==> src/rtl/debug_bus_bridge.sv <==
// -----------------------------------------------------------------------------
// debug_bus_bridge
//
// Bridges NCH asynchronous debug requester channels onto a single CPU-domain
// system bus. Each channel raises a level request (CH_REQ) with a quasi-static
// payload. The bridge synchronises the request, arbitrates round-robin, and
// issues one bus access. It then answers with a 4-phase acknowledge
// (CH_ACK high until the request is withdrawn).
//
// Handshakes:
//   Channel side: CH_REQ rises -> bridge eventually raises CH_ACK with CH_DO /
//     CH_ERR valid -> requester drops CH_REQ -> bridge drops CH_ACK.
//     The payload (CH_WR/ST/AD/DI) must be stable while CH_REQ is high.
//   Bus side: PVALID high marks an outstanding request with PWR/PWSTB/PADDR/
//     PWDATA stable. It completes on the first cycle PREADY is high
//     (PRDATA/PERR sampled then), or after TIMEOUT cycles without PREADY
//     when TIMEOUT is non-zero.
//
// Ports:
//   CLK, RST_N            clock, synchronous active-low reset
//   CH_REQ/WR/ST/AD/DI    per-channel request and payload (flattened vectors)
//   CH_ACK/DO/ERR         per-channel acknowledge, read data, error status
//   PVALID/PWR/PWSTB/PADDR/PWDATA   system bus request
//   PREADY/PRDATA/PERR    system bus response
//   DBG_STATE             current FSM state (IDLE=0, BUS=1, ACKW=2)
// -----------------------------------------------------------------------------
module debug_bus_bridge #(
    parameter int NCH     = 3,
    parameter int AW      = 32,
    parameter int DW      = 32,
    parameter int SYNC    = 3,
    parameter int TIMEOUT = 255
) (
    input  logic                    CLK,
    input  logic                    RST_N,
    input  logic [NCH-1:0]          CH_REQ,
    input  logic [NCH-1:0]          CH_WR,
    input  logic [NCH*(DW/8)-1:0]   CH_ST,
    input  logic [NCH*AW-1:0]       CH_AD,
    input  logic [NCH*DW-1:0]       CH_DI,
    output logic [NCH-1:0]          CH_ACK,
    output logic [NCH*DW-1:0]       CH_DO,
    output logic [NCH-1:0]          CH_ERR,
    output logic                    PVALID,
    output logic                    PWR,
    output logic [DW/8-1:0]         PWSTB,
    output logic [AW-1:0]           PADDR,
    output logic [DW-1:0]           PWDATA,
    input  logic                    PREADY,
    input  logic [DW-1:0]           PRDATA,
    input  logic                    PERR,
    output logic [1:0]              DBG_STATE
);

    localparam int SW = DW / 8;
    localparam int GW = (NCH > 1) ? $clog2(NCH) : 1;
    localparam int CW = (TIMEOUT > 1) ? $clog2(TIMEOUT + 1) : 1;
    localparam bit TO_EN = (TIMEOUT != 0);
    // Counter value of the last BUS cycle allowed before the timeout fires.
    localparam logic [CW-1:0] TO_LAST = CW'((TIMEOUT > 0) ? TIMEOUT - 1 : 0);
    localparam logic [GW-1:0] LAST_CH = GW'(NCH - 1);

    typedef enum logic [1:0] {
        S_IDLE = 2'd0,
        S_BUS  = 2'd1,
        S_ACKW = 2'd2
    } state_t;

    state_t state_q, state_d;

    // Synchroniser chains and edge detection
    logic [SYNC-1:0][NCH-1:0] sync_q;
    logic [NCH-1:0]           sreq;
    logic [NCH-1:0]           sreq_d;
    logic [NCH-1:0]           req_rise;
    logic [NCH-1:0]           req_fall;

    // Arbitration
    logic [NCH-1:0]           pending;
    logic [NCH-1:0]           pending_nxt;
    logic [GW-1:0]            last_grant;
    logic [GW-1:0]            grant_idx;
    logic                     grant_found;
    logic                     grant_fire;
    int                       cand;

    // Latched transaction
    logic [GW-1:0]            gnt_q;
    logic                     wr_q;
    logic [SW-1:0]            st_q;
    logic [AW-1:0]            ad_q;
    logic [DW-1:0]            di_q;
    logic                     sel_wr;
    logic [SW-1:0]            sel_st;
    logic [AW-1:0]            sel_ad;
    logic [DW-1:0]            sel_di;

    // Bus phase
    logic [CW-1:0]            cnt_q;
    logic                     bus_done;
    logic                     bus_to;
    logic                     ackw_done;

    // Response registers
    logic [NCH-1:0]           ack_q;
    logic [NCH-1:0]           err_q;
    logic [NCH-1:0][DW-1:0]   do_q;

    // -------------------------------------------------------------------------
    // Request synchronisers: only the last stage is ever used.
    // -------------------------------------------------------------------------
    always_ff @(posedge CLK) begin
        if (!RST_N) begin
            sync_q <= '0;
            sreq_d <= '0;
        end else begin
            sync_q[0] <= CH_REQ;
            for (int k = 1; k < SYNC; k++) begin
                sync_q[k] <= sync_q[k-1];
            end
            sreq_d <= sreq;
        end
    end

    assign sreq     = sync_q[SYNC-1];
    assign req_rise = sreq & ~sreq_d;
    assign req_fall = ~sreq & sreq_d;

    // -------------------------------------------------------------------------
    // Round-robin pick: first pending channel after last_grant, wrapping.
    // -------------------------------------------------------------------------
    always_comb begin
        grant_idx   = last_grant;
        grant_found = 1'b0;
        cand        = 0;
        for (int k = 1; k <= NCH; k++) begin
            cand = int'(last_grant) + k;
            if (cand >= NCH) begin
                cand = cand - NCH;
            end
            if (!grant_found && pending[cand[GW-1:0]]) begin
                grant_found = 1'b1;
                grant_idx   = cand[GW-1:0];
            end
        end
    end

    assign grant_fire = (state_q == S_IDLE) && grant_found;

    // Payload of the channel being granted this cycle.
    always_comb begin
        sel_wr = CH_WR[grant_idx];
        sel_st = CH_ST[int'(grant_idx)*SW +: SW];
        sel_ad = CH_AD[int'(grant_idx)*AW +: AW];
        sel_di = CH_DI[int'(grant_idx)*DW +: DW];
    end

    // A falling sreq withdraws a request that has not been granted yet; the
    // channel being granted this cycle is removed from pending regardless.
    always_comb begin
        pending_nxt = (pending | req_rise) & ~req_fall;
        if (grant_fire) begin
            pending_nxt[grant_idx] = 1'b0;
        end
    end

    // -------------------------------------------------------------------------
    // Bus completion conditions
    // -------------------------------------------------------------------------
    assign bus_done  = (state_q == S_BUS) && PREADY;
    assign bus_to    = TO_EN && (state_q == S_BUS) && !PREADY && (cnt_q == TO_LAST);
    assign ackw_done = (state_q == S_ACKW) && !sreq[gnt_q];

    // -------------------------------------------------------------------------
    // FSM: state register
    // -------------------------------------------------------------------------
    always_ff @(posedge CLK) begin
        if (!RST_N) begin
            state_q <= S_IDLE;
        end else begin
            state_q <= state_d;
        end
    end

    // -------------------------------------------------------------------------
    // FSM: next state
    // -------------------------------------------------------------------------
    always_comb begin
        state_d = state_q;
        case (state_q)
            S_IDLE: if (grant_fire)          state_d = S_BUS;
            S_BUS:  if (bus_done || bus_to)  state_d = S_ACKW;
            S_ACKW: if (ackw_done)           state_d = S_IDLE;
            default:                         state_d = S_IDLE;
        endcase
    end

    // -------------------------------------------------------------------------
    // FSM: outputs. Bus fields are forced to zero outside BUS so the bus is
    // quiet when idle and after reset.
    // -------------------------------------------------------------------------
    always_comb begin
        PVALID = 1'b0;
        PWR    = 1'b0;
        PWSTB  = '0;
        PADDR  = '0;
        PWDATA = '0;
        if (state_q == S_BUS) begin
            PVALID = 1'b1;
            PWR    = wr_q;
            PADDR  = ad_q;
            if (wr_q) begin
                PWSTB  = st_q;
                PWDATA = di_q;
            end
        end
    end

    assign CH_ACK    = ack_q;
    assign CH_ERR    = err_q;
    assign CH_DO     = do_q;
    assign DBG_STATE = state_q;

    // -------------------------------------------------------------------------
    // Datapath: pending set, latched payload, timeout counter, responses.
    // -------------------------------------------------------------------------
    always_ff @(posedge CLK) begin
        if (!RST_N) begin
            pending    <= '0;
            last_grant <= LAST_CH;
            gnt_q      <= '0;
            wr_q       <= 1'b0;
            st_q       <= '0;
            ad_q       <= '0;
            di_q       <= '0;
            cnt_q      <= '0;
            ack_q      <= '0;
            err_q      <= '0;
            do_q       <= '0;
        end else begin
            pending <= pending_nxt;

            if (grant_fire) begin
                gnt_q      <= grant_idx;
                last_grant <= grant_idx;
                wr_q       <= sel_wr;
                st_q       <= sel_st;
                ad_q       <= sel_ad;
                di_q       <= sel_di;
            end

            // Counts cycles spent in BUS; restarts from zero for each access.
            if (state_q == S_BUS) begin
                cnt_q <= cnt_q + 1'b1;
            end else begin
                cnt_q <= '0;
            end

            if (bus_done) begin
                if (!wr_q) begin
                    do_q[gnt_q] <= PRDATA;
                end
                err_q[gnt_q] <= PERR;
                ack_q[gnt_q] <= 1'b1;
            end else if (bus_to) begin
                if (!wr_q) begin
                    do_q[gnt_q] <= '1;
                end
                err_q[gnt_q] <= 1'b1;
                ack_q[gnt_q] <= 1'b1;
            end

            if (ackw_done) begin
                ack_q[gnt_q] <= 1'b0;
                err_q[gnt_q] <= 1'b0;
            end
        end
    end

endmodule

==> config.mk <==
export PLATFORM = sky130hd
export DESIGN_NAME = debug_bus_bridge
export DESIGN_NICKNAME = d
export VERILOG_FILES = /design/src/rtl/debug_bus_bridge.sv
export SDC_FILE = /design/constraint.sdc
export NUM_CORES = 1
export LEC_CHECK = 0
export CAP_MARGIN = 15
export CORE_AREA = 2 2 164 166
export CTS_BUF_LIST = sky130_fd_sc_hd__clkbuf_16
export CTS_CLUSTER_SIZE = 28
export DETAILED_ROUTE_END_ITERATION = 12
export DIE_AREA = 0 0 166 168
export PLACE_DENSITY_LB_ADDON = 0.15
export SLEW_MARGIN = 20
export SYNTH_ARGS = -nofsm -noshare
export SYNTH_HDL_FRONTEND = slang
export SYNTH_SLANG_ARGS = --single-unit
export TNS_END_PERCENT = 5
==> constraint.sdc <==
create_clock -name CLK -period 3.3 [get_ports CLK]
set_input_delay 0.495 -clock CLK [delete_from_list [all_inputs] [get_ports CLK]]
set_output_delay 0.495 -clock CLK [all_outputs]
set_load 0.1 [all_outputs]
==> impl_metrics.yaml <==
synth:
  syn_nets: 1182
  synth_fa_ha_area_share_pct: 1.03
  synth-async-reset-ratio_pct: 0
  synth-edff-count: 0
  synth_mux_area_share_pct: 10.3
  synth-xor-area-share_pct: 0.583
  yosys.area_share.simple_pct: 15.7
  synth_cells: 931
  yosysWarnings: 0
  synth_seq_cells: 199
  yosysSeqAreaShare_pct: 44.2
  synth_top_family_by_area: "compound AO/OA/AOI/OAI gates"
  synthDistinctLibCells: 44
  synth_top_flop_cell: "dfxtp_1"
  synth_area_um2: 9010
  synth-compound-area-share_pct: 23.1
  syn_area_per_cell_um2: 9.68
setup_path:
  ff2ff_setup_slack_ns: 0.34
  r2r-start: "last_grant[1]"
  end_kind: "flip-flop"
  startpoint_type: "flip-flop"
  crit_type: "reg -> reg"
  required_ns: 3.60
  cp.arrival_ns: 3.26
  worstReg2RegEnd: "di_q[20]"
  rr_worst_depth: 9
  path_max_fanout: 79
floorplan:
  dieArea_um2: 27900
  die_width_um: 166
  rows: 60
  placeableCoreArea_um2: 26400
  initial_utilization_pct: 34.2
  fp.dieH_um: 168
  io_pins: 420
global_routing:
  grt_pass1_wl_um: 47700
  antenna_found_initial: 2
  grt_overflow: 0
  track_usage_pct: 21.3
  grt_start_max_net_pins: 80
  grt_pass1_vias: 8382
min_path:
  holdPathEnd: "sreq[2]"
  hold_class: "reg -> reg"
  hold_start: "sync_q[5]"
  worstHoldPathCells: 1
sta:
  fin_skew_ns: 0.0153
  hold_violations: 0
  maxSlewViolCount: 0
  rsz0062_at_grt: "false"
  fin_crit_sh_pct: 89.8
  fmaxAchievable_mhz: 337
  worstMarginPinSlew_ns: 1.03
  min_period_ns: 2.96
  slew_headroom_pct: 31.4
  fin_ws_ns: 0.337
  final-setup-viol-count: 0
cts:
  clock-sinks: 199
  h-tree-depth: 4
  post-cts-setup-buffer-count: 0
  clk_path_buf_depth: 2
  cts_made_buffers: 17
  cts_hold_buf: 0
  insertion_delay_ns: 0.43
  post_cts_resized: 0
  cts_tree: "done"
  cts-root-buf: "clkbuf_16"
  clkTransAtPathRegs_ns: 0.08
route:
  vias_per_cell: 5.21
  drtIter0Drc: 677
  vias: 8619
  drcViolationCount: 0
  dr.pass1.iters: 5
  routed_wl_um: 30800
  drtAntennaViolNets: 0
  wl_per_cell_um: 18.6
place:
  numPortBuffers: 419
  placed_area_um2: 13400
  dp_slack_ns: 0.358
  routabilityCongestion: 0.805
  hpwl_um: 22100
run:
  drv_cap: 0
final_layout:
  multi_input_area_um2: 4620
  final_cell_mix: "335 x clkdlybuf4s50_1, 198 x dfxtp_1, 102 x o221a_2, 102 x buf_4, 78 x nand2_1"
  fin_area_um2: 14000
  seq_area_um2: 3990
  nFillCells: 2416
  layout_commonest_cell: "clkdlybuf4s50_1"
  areaGrowthSynthToFinish_pct: 55.2
  finalNetCount: 1548
  layout-drive-gt1-share_pct: 24.5
power_and_ir_drop:
  powerDensity_nw_per_um2: 588
  leakage_nw: 5.65
  vdd_ir_drop_max_mv: 0.383
outcome:
  outcome: "complete, no violations"
## registers in the layout (all words and copies together), names as in the netlist, 3 cells and up
register / count
sreq: 3
ad_q: 32
di_q: 32
sreq_d: 3
CH_ACK: 3
st_q: 4
cnt_q: 8
pending: 3
sync_q: 6
CH_ERR: 3
CH_DO: 96
## layer usage
layer  track usage (%)  wire [um]  vias up
met5                 0          0        -
met1              26.1      13300     4089
met2              36.5      15000      294
met4              6.20        490        0
li1                  -          -     4215
met3              6.04       1980       21
## cell families (layout without fill, tap and decap cells)
group                      count (synthesis)  after routing
AOI/OAI and AO/OA                        261            261
xor gates and xnor gates                   6              6
adders and majority gates                  8              8
buffers and inverters                    109            488
DFF                                      199            199
muxes                                     73             73
other                                      0              2
and+or+nand+nor                          275            275
## worst max-delay path, stage by stage (launching register included)
cell      delay, ns
dfxtp_1        0.37
inv_1          0.09
ha_1           0.41
mux2_2         0.38
a222oi_1       0.53
a21oi_4        0.24
buf_12         0.26
mux2_2         0.33
nand2_1        0.06
a31oi_1        0.08
## worst max-delay path by stage
stage	startpoint	end	slack (ns)	depth (start not counted)
detailed placement	last_grant[1]	ad_q[30]	0.36	9
CTS	last_grant[1]	ad_q[30]	0.35	9
floorplan	DBG_STATE[0]	PADDR[24]	-0.08	4
global route	last_grant[1]	ad_q[30]	0.13	9
finish	last_grant[1]	di_q[20]	0.34	9
global placement	last_grant[1]	di_q[12]	0.47	10
## cell type report
class | instances | share of cell area, %
clock buffer | 17 | 3.04
clock inverter | 15 | 1.33
sequential | 199 | 28.5
tap | 341 | 3.05
inverter | 10 | 0.268
antenna | 2 | 0.0358
timing repair buffer | 446 | 30.7
multi-input combinational | 623 | 33.1
## through the flow
stage	power [mW]	utilization (%)	setup TNS (ns)	hold WS (ns)	std cells
2_1_floorplan	5.12	-	-0.642	0.412	931
3_3_place_gp	6.13	50.7	0	0.420	1619
3_5_place_dp	6.15	50.7	0	0.419	1619
4_1_cts	8.31	53.1	0	0.437	1651
5_1_grt	8.67	53.1	0	0.450	1653
6_report	8.23	53.1	0	0.435	1653
## power by group
part           leakage, nW  internal [mW]  switching [mW]
sequential            1.62           2.72           0.184
combinational         3.74           1.22            1.97
clock                0.294           1.04            1.10
total                 5.65           4.98            3.25
## cells in the mapped netlist (6+ instances only)
cell type  instances  area (um2)
mux2_1             6        67.6
o21ai_0           73         365
o221a_2          102        1150
a31oi_1           70         438
dfxtp_1          199        3980
mux2_2            37         417
mux2_4            28         420
nand2_1           78         293
nor2_1            14        52.6
nand3_1           76         380
and2_1            45         282
inv_1             10        37.5
and3_1            39         244
buf_2             15        75.1
clkbuf_1          78         293
No activity file was read; power rests on OpenSTA's default activity.
